--- config.mk ---
export PLATFORM = sky130hd
export DESIGN_NAME = alu_pipe
export DESIGN_NICKNAME = d
export VERILOG_FILES = /design/src/rtl/alu_pipe_pkg.sv /design/src/rtl/alu_shifter.sv /design/src/rtl/alu_pipe.sv
export SDC_FILE = /design/constraint.sdc
export NUM_CORES = 1
export LEC_CHECK = 0
export ABC_AREA = 1
export CORE_UTILIZATION = 40
export CTS_CLUSTER_SIZE = 12
export DETAILED_ROUTE_END_ITERATION = 8
export HOLD_SLACK_MARGIN = 0.06
export PLACE_DENSITY = 0.73
export SLEW_MARGIN = 20
export SYNTH_ARGS = -nofsm -noshare
export SYNTH_HDL_FRONTEND = slang
export SYNTH_SLANG_ARGS = --single-unit
--- constraint.sdc ---
create_clock -name clk -period 3.5 [get_ports clk]
set_input_delay 0.7 -clock clk [delete_from_list [all_inputs] [get_ports clk]]
set_output_delay 0.7 -clock clk [all_outputs]
set_load 0.02 [all_outputs]
--- src/rtl/alu_pipe_pkg.sv ---
// alu_pipe_pkg: shared definitions for the pipelined ARM data-processing ALU.
//   - OP_AND..OP_MVN : 4-bit ARM data-processing opcodes
//   - FLAG_N/Z/C/V   : bit positions inside the 4-bit NZCV vector
//   - is_test_op()   : TST/TEQ/CMP/CMN (always set flags, never write back)
//   - is_logic_op()  : ops whose C comes from the shifter and V is preserved
package alu_pipe_pkg;

  localparam logic [3:0] OP_AND = 4'h0;
  localparam logic [3:0] OP_EOR = 4'h1;
  localparam logic [3:0] OP_SUB = 4'h2;
  localparam logic [3:0] OP_RSB = 4'h3;
  localparam logic [3:0] OP_ADD = 4'h4;
  localparam logic [3:0] OP_ADC = 4'h5;
  localparam logic [3:0] OP_SBC = 4'h6;
  localparam logic [3:0] OP_RSC = 4'h7;
  localparam logic [3:0] OP_TST = 4'h8;
  localparam logic [3:0] OP_TEQ = 4'h9;
  localparam logic [3:0] OP_CMP = 4'hA;
  localparam logic [3:0] OP_CMN = 4'hB;
  localparam logic [3:0] OP_ORR = 4'hC;
  localparam logic [3:0] OP_MOV = 4'hD;
  localparam logic [3:0] OP_BIC = 4'hE;
  localparam logic [3:0] OP_MVN = 4'hF;

  localparam int FLAG_N = 3;
  localparam int FLAG_Z = 2;
  localparam int FLAG_C = 1;
  localparam int FLAG_V = 0;

  // Opcodes 8..B are the compare/test group.
  function automatic logic is_test_op(input logic [3:0] op);
    return (op[3:2] == 2'b10);
  endfunction

  function automatic logic is_logic_op(input logic [3:0] op);
    case (op)
      OP_AND, OP_EOR, OP_TST, OP_TEQ,
      OP_ORR, OP_MOV, OP_BIC, OP_MVN: return 1'b1;
      default:                        return 1'b0;
    endcase
  endfunction

endpackage

--- src/rtl/alu_shifter.sv ---
// alu_shifter: combinational barrel shifter for ARM operand2.
//   i_b    : value to shift
//   i_type : 0 LSL, 1 LSR, 2 ASR, 3 ROR
//   i_amt  : shift amount 0..WIDTH-1 (0 = pass-through)
//   i_cin  : current C flag, returned as carry when i_amt is 0
//   o_val  : shifted value
//   o_cout : last bit shifted out (or i_cin for a zero amount)
module alu_shifter #(
  parameter int WIDTH = 32,
  parameter int SHW   = $clog2(WIDTH)
) (
  input  logic [WIDTH-1:0] i_b,
  input  logic [1:0]       i_type,
  input  logic [SHW-1:0]   i_amt,
  input  logic             i_cin,
  output logic [WIDTH-1:0] o_val,
  output logic             o_cout
);

  // One guard bit on the shifted-out side captures the carry directly.
  logic [WIDTH:0]        w_lsl;
  logic [WIDTH:0]        w_lsr;
  logic signed [WIDTH:0] w_asr;
  logic [SHW:0]          w_ramt;
  logic [WIDTH-1:0]      w_ror;

  assign w_lsl  = {1'b0, i_b} << i_amt;
  assign w_lsr  = {i_b, 1'b0} >> i_amt;
  assign w_asr  = $signed({i_b, 1'b0}) >>> i_amt;
  assign w_ramt = (SHW + 1)'(WIDTH) - {1'b0, i_amt};
  assign w_ror  = (i_b >> i_amt) | (i_b << w_ramt);

  always_comb begin
    o_val  = i_b;
    o_cout = i_cin;
    if (i_amt != '0) begin
      case (i_type)
        2'd0: begin o_val = w_lsl[WIDTH-1:0]; o_cout = w_lsl[WIDTH];   end
        2'd1: begin o_val = w_lsr[WIDTH:1];   o_cout = w_lsr[0];       end
        2'd2: begin o_val = w_asr[WIDTH:1];   o_cout = w_asr[0];       end
        default: begin o_val = w_ror;         o_cout = w_ror[WIDTH-1]; end
      endcase
    end
  end

endmodule

--- src/rtl/alu_pipe.sv ---
// alu_pipe: two-stage pipelined ARM data-processing ALU with NZCV register.
// Optional feature macro: ALU_SHIFT_EN (operand2 barrel shift in stage 2).
// Ports:
//   clk, reset                : clock, synchronous active-high reset
//   in_valid/in_ready         : input handshake
//   in_op, in_s, in_a, in_b   : opcode, set-flags, Rn, operand2
//   in_sh_type, in_sh_amt     : operand2 shift (used only with ALU_SHIFT_EN)
//   out_valid/out_ready       : output handshake
//   out_result, out_wr        : result and write-back enable
//   out_flags                 : NZCV after this op
//   flags                     : architectural NZCV register
module alu_pipe
  import alu_pipe_pkg::*;
#(
  parameter int WIDTH = 32,
  parameter int SHW   = $clog2(WIDTH)
) (
  input  logic             clk,
  input  logic             reset,
  input  logic             in_valid,
  output logic             in_ready,
  input  logic [3:0]       in_op,
  input  logic             in_s,
  input  logic [WIDTH-1:0] in_a,
  input  logic [WIDTH-1:0] in_b,
  input  logic [1:0]       in_sh_type,
  input  logic [SHW-1:0]   in_sh_amt,
  output logic             out_valid,
  input  logic             out_ready,
  output logic [WIDTH-1:0] out_result,
  output logic             out_wr,
  output logic [3:0]       out_flags,
  output logic [3:0]       flags
);

  logic             r_vld_p1;
  logic [3:0]       r_op_p1;
  logic             r_s_p1;
  logic [WIDTH-1:0] r_a_p1;
  logic [WIDTH-1:0] r_b_p1;
`ifdef ALU_SHIFT_EN
  logic [1:0]       r_sht_p1;
  logic [SHW-1:0]   r_sha_p1;
`endif

  logic             r_vld_p2;
  logic [WIDTH-1:0] r_result_p2;
  logic             r_wr_p2;
  logic [3:0]       r_oflags_p2;
  logic [3:0]       r_flags;

  logic             w_out_adv;
  logic             w_in_fire;
  logic [WIDTH-1:0] w_op2;
  logic             w_shc;
  logic [WIDTH-1:0] w_x;
  logic [WIDTH-1:0] w_y;
  logic             w_cin;
  logic [WIDTH:0]   w_sum;
  logic [WIDTH-1:0] w_res;
  logic             w_c;
  logic             w_v;
  logic             w_set;
  logic [3:0]       w_flags_nx;

  assign w_out_adv = !r_vld_p2 || out_ready;
  assign in_ready  = !r_vld_p1 || w_out_adv;
  assign w_in_fire = in_valid && in_ready;

  // ---- stage 1: operand capture ----
  always_ff @(posedge clk) begin
    if (w_in_fire) begin
      r_op_p1  <= in_op;
      r_s_p1   <= in_s;
      r_a_p1   <= in_a;
      r_b_p1   <= in_b;
`ifdef ALU_SHIFT_EN
      r_sht_p1 <= in_sh_type;
      r_sha_p1 <= in_sh_amt;
`endif
    end
  end

  // ---- stage 2: operand2 shift, ALU, flags ----
`ifdef ALU_SHIFT_EN
  alu_shifter #(.WIDTH(WIDTH), .SHW(SHW)) u_shifter (
    .i_b    (r_b_p1),
    .i_type (r_sht_p1),
    .i_amt  (r_sha_p1),
    .i_cin  (r_flags[FLAG_C]),
    .o_val  (w_op2),
    .o_cout (w_shc)
  );
`else
  logic w_unused_sh;
  assign w_unused_sh = ^{in_sh_type, in_sh_amt};
  assign w_op2       = r_b_p1;
  assign w_shc       = r_flags[FLAG_C];
`endif

  // All arithmetic ops map onto one adder: subtraction is x + ~y + 1,
  // so the adder carry-out is already the ARM "NOT borrow" C flag.
  always_comb begin
    w_x   = r_a_p1;
    w_y   = w_op2;
    w_cin = 1'b0;
    case (r_op_p1)
      OP_SUB, OP_CMP: begin w_y = ~w_op2; w_cin = 1'b1; end
      OP_RSB:         begin w_x = w_op2; w_y = ~r_a_p1; w_cin = 1'b1; end
      OP_ADC:         begin w_cin = r_flags[FLAG_C]; end
      OP_SBC:         begin w_y = ~w_op2; w_cin = r_flags[FLAG_C]; end
      OP_RSC:         begin w_x = w_op2; w_y = ~r_a_p1; w_cin = r_flags[FLAG_C]; end
      default:        begin end
    endcase
  end

  assign w_sum = {1'b0, w_x} + {1'b0, w_y} + {{WIDTH{1'b0}}, w_cin};

  always_comb begin
    case (r_op_p1)
      OP_AND, OP_TST: w_res = r_a_p1 & w_op2;
      OP_EOR, OP_TEQ: w_res = r_a_p1 ^ w_op2;
      OP_ORR:         w_res = r_a_p1 | w_op2;
      OP_MOV:         w_res = w_op2;
      OP_BIC:         w_res = r_a_p1 & ~w_op2;
      OP_MVN:         w_res = ~w_op2;
      default:        w_res = w_sum[WIDTH-1:0];
    endcase
  end

  // Signed overflow: operands agree in sign but the sum does not.
  always_comb begin
    if (is_logic_op(r_op_p1)) begin
      w_c = w_shc;
      w_v = r_flags[FLAG_V];
    end else begin
      w_c = w_sum[WIDTH];
      w_v = (w_x[WIDTH-1] == w_y[WIDTH-1]) && (w_res[WIDTH-1] != w_x[WIDTH-1]);
    end
  end

  assign w_set      = r_s_p1 || is_test_op(r_op_p1);
  assign w_flags_nx = w_set ? {w_res[WIDTH-1], (w_res == '0), w_c, w_v} : r_flags;

  always_ff @(posedge clk) begin
    if (reset) begin
      r_vld_p1    <= 1'b0;
      r_vld_p2    <= 1'b0;
      r_result_p2 <= '0;
      r_wr_p2     <= 1'b0;
      r_oflags_p2 <= 4'b0000;
      r_flags     <= 4'b0000;
    end else begin
      if (w_in_fire)      r_vld_p1 <= 1'b1;
      else if (w_out_adv) r_vld_p1 <= 1'b0;

      if (w_out_adv) begin
        r_vld_p2 <= r_vld_p1;
        if (r_vld_p1) begin
          r_result_p2 <= w_res;
          r_wr_p2     <= !is_test_op(r_op_p1);
          r_oflags_p2 <= w_flags_nx;
          r_flags     <= w_flags_nx;
        end
      end
    end
  end

  assign out_valid  = r_vld_p2;
  assign out_result = r_result_p2;
  assign out_wr     = r_wr_p2;
  assign out_flags  = r_oflags_p2;
  assign flags      = r_flags;

endmodule

==> report_table.html, run 1 <==
<table>
<tr><th>Metric</th><th>Value</th></tr>
<tr><th colspan="2">Worst setup path</th></tr>
<tr><td>Critical path buffer and inverter count</td><td>4</td></tr>
<tr><td>Critical Path Fanout Max</td><td>5</td></tr>
<tr><td>Top cell by count, worst path</td><td>nand2_1</td></tr>
<tr><td>Worst-path cell chain</td><td>inv_2, nand2_1, o21ai_4, buf_8, buf_4, o221ai_1, ha_1, buf_4, nand2_1, nor2_2, nand3_1, nand3_2, nand2_1, nand3_1, nand2_1, nor2_4, nand2_1, nor2_1, nand2_1, nor2_2, nand3_2, a21oi_2</td></tr>
<tr><td>Crit path arrival time</td><td>around 3.7 ns</td></tr>
<tr><td>Dominant delay contributor by cell family on the critical path</td><td>simple AND/OR/NAND/NOR gates</td></tr>
<tr><td>CP Data Required Time</td><td>3.80 ns</td></tr>
<tr><td>Slowest cell delay on critical path</td><td>0.45 ns</td></tr>
<tr><td>Worst Setup End Kind</td><td>register</td></tr>
<tr><td>Worst Setup Start Kind</td><td>register</td></tr>
<tr><td>Critical path start-end classification</td><td>register to register</td></tr>
<tr><td>Critical path's slowest cell</td><td>edfxtp_1</td></tr>
<tr><th colspan="2">Floorplan</th></tr>
<tr><td># IOs</td><td>roughly 120</td></tr>
<tr><td>Placeable core region</td><td>between 20000 and 25000 µm²</td></tr>
<tr><td>Number of placement rows</td><td>55</td></tr>
<tr><td>Die Area</td><td>around 24000 µm²</td></tr>
<tr><td>Starting Density</td><td>between 40% and 50%</td></tr>
<tr><td>Vert. Die Dim</td><td>around 150 µm</td></tr>
<tr><td>Chip Width</td><td>154 µm</td></tr>
<tr><th colspan="2">Synth</th></tr>
<tr><td>Number of cells produced by synthesis</td><td>around 1400</td></tr>
<tr><td>Yosys reg bits</td><td>109</td></tr>
<tr><td>Number of distinct standard cells referenced by the synthesized netlist</td><td>36</td></tr>
<tr><td>Post-synthesis average cell area</td><td>between 6 and 7 µm²</td></tr>
<tr><td>Netlist area before placement</td><td>roughly 9200 µm²</td></tr>
<tr><td>Yosys warning total</td><td>0</td></tr>
<tr><td>Cell type contributing the most total cell area after synthesis</td><td>edfxtp_1</td></tr>
<tr><td>Fraction of the yosys area taken by sequential cells</td><td>31.1%</td></tr>
<tr><td>Synth area leaders</td><td>edfxtp_1, nand2_1, inv_1</td></tr>
<tr><td>Number of nets produced by synthesis</td><td>1576</td></tr>
<tr><td>Yosys top cell area share</td><td>between 20% and 30%</td></tr>
<tr><th colspan="2">Timing</th></tr>
<tr><td>Worst clock skew on the final layout</td><td>about 0.012 ns</td></tr>
<tr><td>Final setup violation count</td><td>0</td></tr>
<tr><td>Setup TNS</td><td>0 ns</td></tr>
<tr><td>Maximum clock frequency</td><td>approximately 0.30 GHz</td></tr>
<tr><td>Final Max Slew Viols</td><td>0</td></tr>
<tr><td>Max transition margin</td><td>44.7%</td></tr>
<tr><td>Crit path time final</td><td>between 3 and 4 ns</td></tr>
<tr><td>Worst-margin pin slew</td><td>about 0.83 ns</td></tr>
<tr><td>Worst-case hold slack</td><td>~0.50 ns</td></tr>
<tr><td>Final Hold Violating Endpoints</td><td>0</td></tr>
<tr><td>Fin crit share</td><td>roughly 96%</td></tr>
<tr><th colspan="2">Status</th></tr>
<tr><td>Outcome</td><td>finished, final reports clean</td></tr>
<tr><th colspan="2">Global routing</th></tr>
<tr><td>Number of global-route vias before repair</td><td>9131</td></tr>
<tr><td>Wire length of the first global-routing pass</td><td>about 47000 µm</td></tr>
<tr><td>Overflow after GRT</td><td>0</td></tr>
<tr><td>Total Routing Usage GR</td><td>roughly 25%</td></tr>
<tr><td>Antenna violations before repair</td><td>0</td></tr>
<tr><td>Pin count of the biggest net entering global routing</td><td>47</td></tr>
<tr><th colspan="2">Drt</th></tr>
<tr><td>Via density per instance</td><td>5.31</td></tr>
<tr><td>Average detailed-routed wire length per instance</td><td>15.8 µm</td></tr>
<tr><td>Detailed Routing Iterations Pass 1</td><td>7</td></tr>
<tr><td>Detailed-route via count</td><td>a little over 10000</td></tr>
<tr><td>Starting DRT DRC Count</td><td>approximately 900</td></tr>
<tr><td>Remaining DRCs</td><td>0</td></tr>
<tr><td>Routed Antenna Nets</td><td>0</td></tr>
<tr><td>Drt total wl</td><td>between 30000 and 40000 µm</td></tr>
<tr><th colspan="2">Clocking</th></tr>
<tr><td>Latest clock arrival within the worst-skew pair</td><td>around 0.36 ns</td></tr>
<tr><td>Number of sinks handled by clock tree synthesis</td><td>~110</td></tr>
<tr><td>Clock transition at the registers of the reported paths</td><td>about 0.080 ns</td></tr>
<tr><td>Count of H-tree levels built during CTS</td><td>3</td></tr>
<tr><td>Clock root buffer</td><td>clkbuf_16</td></tr>
<tr><td>CTS tree</td><td>yes</td></tr>
<tr><td>Clk buf depth</td><td>2</td></tr>
<tr><td>TritonCTS buffer count</td><td>9</td></tr>
<tr><th colspan="2">Place</th></tr>
<tr><td>Placed wire-length estimate</td><td>between 20000 and 25000 µm</td></tr>
<tr><td>Placer Congestion</td><td>a little under 1</td></tr>
<tr><td>Buffers on Ports</td><td>between 100 and 150</td></tr>
<tr><td>Placed cell count</td><td>~1900</td></tr>
<tr><th colspan="2">Final layout</th></tr>
<tr><td>Final Net Count</td><td>1766</td></tr>
<tr><td>Number of filler cells placed in the layout</td><td>~2200</td></tr>
<tr><td>Final non-filler cell total</td><td>~1900</td></tr>
<tr><td>Relative area change from synthesis to final layout</td><td>31.2%</td></tr>
<tr><td>Top library cells by usage in the layout, fill and taps aside</td><td>nand2_1, inv_1, clkdlybuf4s50_1</td></tr>
<tr><td>Utilization of the core after routing</td><td>53.6%</td></tr>
<tr><td>Leading cell type in the layout, fill and taps excluded</td><td>nand2_1</td></tr>
<tr><td>Antenna diode count</td><td>0</td></tr>
<tr><td>Share of layout cells above drive strength 1</td><td>about 14%</td></tr>
<tr><th colspan="2">Run</th></tr>
<tr><td>Number of violations of the max-capacitance limit</td><td>0</td></tr>
<tr><th colspan="2">Power and ir drop</th></tr>
<tr><td>Total power divided by cell area</td><td>around 360 nW/µm²</td></tr>
<tr><td>P_leak</td><td>0.00597 µW</td></tr>
<tr><td>VDD IR-drop max</td><td>between 0.2 and 0.3 mV</td></tr>
<tr><td>Power after layout</td><td>between 4000 and 5000 µW</td></tr>
<tr><th colspan="2">Worst hold path</th></tr>
<tr><td>Hold WC Path Type</td><td>register to register</td></tr>
</table>
[logic make-up (layout without fill, tap and decap cells)]
kind of cell | after synthesis | in the layout | share of synthesized area, %
AO/OA/AOI/OAI | 234 | 234 | 14.9
buffers and inverters | 300 | 495 | 12.7
flip-flops | 109 | 109 | 31.1
adder cells (fa/ha/maj) | 65 | 65 | 8.96
XOR/XNOR | 4 | 4 | 0.379
AND/OR/NAND/NOR | 719 | 719 | 32.0
[final cells by class]
type,count,area (µm²),share of cell area (%)
sequential,109,2870,23.7
timing repair buffer,230,2180,17.9
tap,285,357,2.94
inverter,249,935,7.70
multi-input combinational,1022,5500,45.3
clock inverter,7,71.3,0.588
clock buffer,9,225,1.86
[where the power goes]
group / internal (µW) / total, µW / switching [µW]
sequential: 1460 / 1520 / 60.9
combinational: 756 / 1820 / 1060
clock: 558 / 1060 / 504
[Yosys cell counts]
library cell,instances
o211ai_1,23
a31oi_1,4
nor2_1,132
nand2_1,432
nor2_2,1
clkinv_1,3
o21ai_0,109
nand2_2,2
a21oi_1,46
or2_2,2
buf_4,5
ha_1,63
or2_1,2
xor2_1,4
buf_1,6
fa_1,2
buf_6,2
a21o_1,1
inv_2,6
buf_2,10
clkbuf_1,28
nand3_1,110
dfxtp_1,40
a211oi_1,7
o22ai_1,1
nor3b_1,1
nand3b_1,8
nor3_1,8
o21bai_1,2
o21ai_1,9
nor2_4,1
edfxtp_1,69
inv_1,240
nand4_1,19
nand2_4,1
o221ai_1,32
[repair_timing]
| action | 4_1_cts | 5_1_grt |
|---|---|---|
| endpoints found under the setup margin | 1 | 10 |
| hold buffers | 0 | 0 |
| resized for setup | 2 | 93 |
| pin swaps | 0 | 36 |
| setup buffers | 0 | 17 |
| cloned | 0 | 4 |
[final timing paths]
path	from	endpoint	cells after the start	slack (ns)
worst max-delay path	r_op_p1[0]	flags[2]	22	0.12
worst min-delay path	r_vld_p1	out_valid	2	0.50
worst max register to register	r_op_p1[0]	flags[2]	22	0.12
worst min register to register	r_vld_p1	out_valid	2	0.50
[sequential cells by signal (all words and copies together), names as in the netlist, named ones only]
register    cells
r_s_p1          1
out_wr          1
r_a_p1         32
r_vld_p1        1
r_op_p1         4
out_result     32
out_valid       1
flags           4
r_b_p1         32
[layer usage]
layer | share of wire [%] | up-vias | GRT usage (%)
met2 | 45 | 434 | 40.7
met1 | 45 | 4622 | 34.3
met3 | 7.1 | 52 | 2.56
met5 | 0 | - | 0
met4 | 3.1 | 0 | 8.76
li1 | - | 5044 | -
[metrics by stage]
stage | instance area [µm²] | worst slack [ns]
2_1_floorplan | 9250 | 0.0484
3_3_place_gp | 11300 | 0.0158
3_5_place_dp | 11300 | -0.0275
4_1_cts | 11600 | 0.0230
5_1_grt | 12100 | -0.0534
6_report | 12100 | 0.124
[worst reg2reg max path, cell delays in order (launching register included)]
cell	delay, ns
edfxtp_1	0.45
inv_2	0.10
nand2_1	0.10
o21ai_4	0.18
buf_8	0.17
buf_4	0.14
o221ai_1	0.10
ha_1	0.39
buf_4	0.14
nand2_1	0.08
nor2_2	0.17
nand3_1	0.15
nand3_2	0.15
nand2_1	0.07
nand3_1	0.08
nand2_1	0.13
nor2_4	0.14
nand2_1	0.12
nor2_1	0.10
nand2_1	0.07
nor2_2	0.09
nand3_2	0.08
a21oi_2	0.12
No activity file was read; power rests on OpenSTA's default activity.
==> run 2, diff against run 1 <==
Settings changed: CTS_CLUSTER_SIZE 12 to not set.
==> results of run 2 <==
Same layout as run 1: the final DEF is identical, and so are final timing and power.
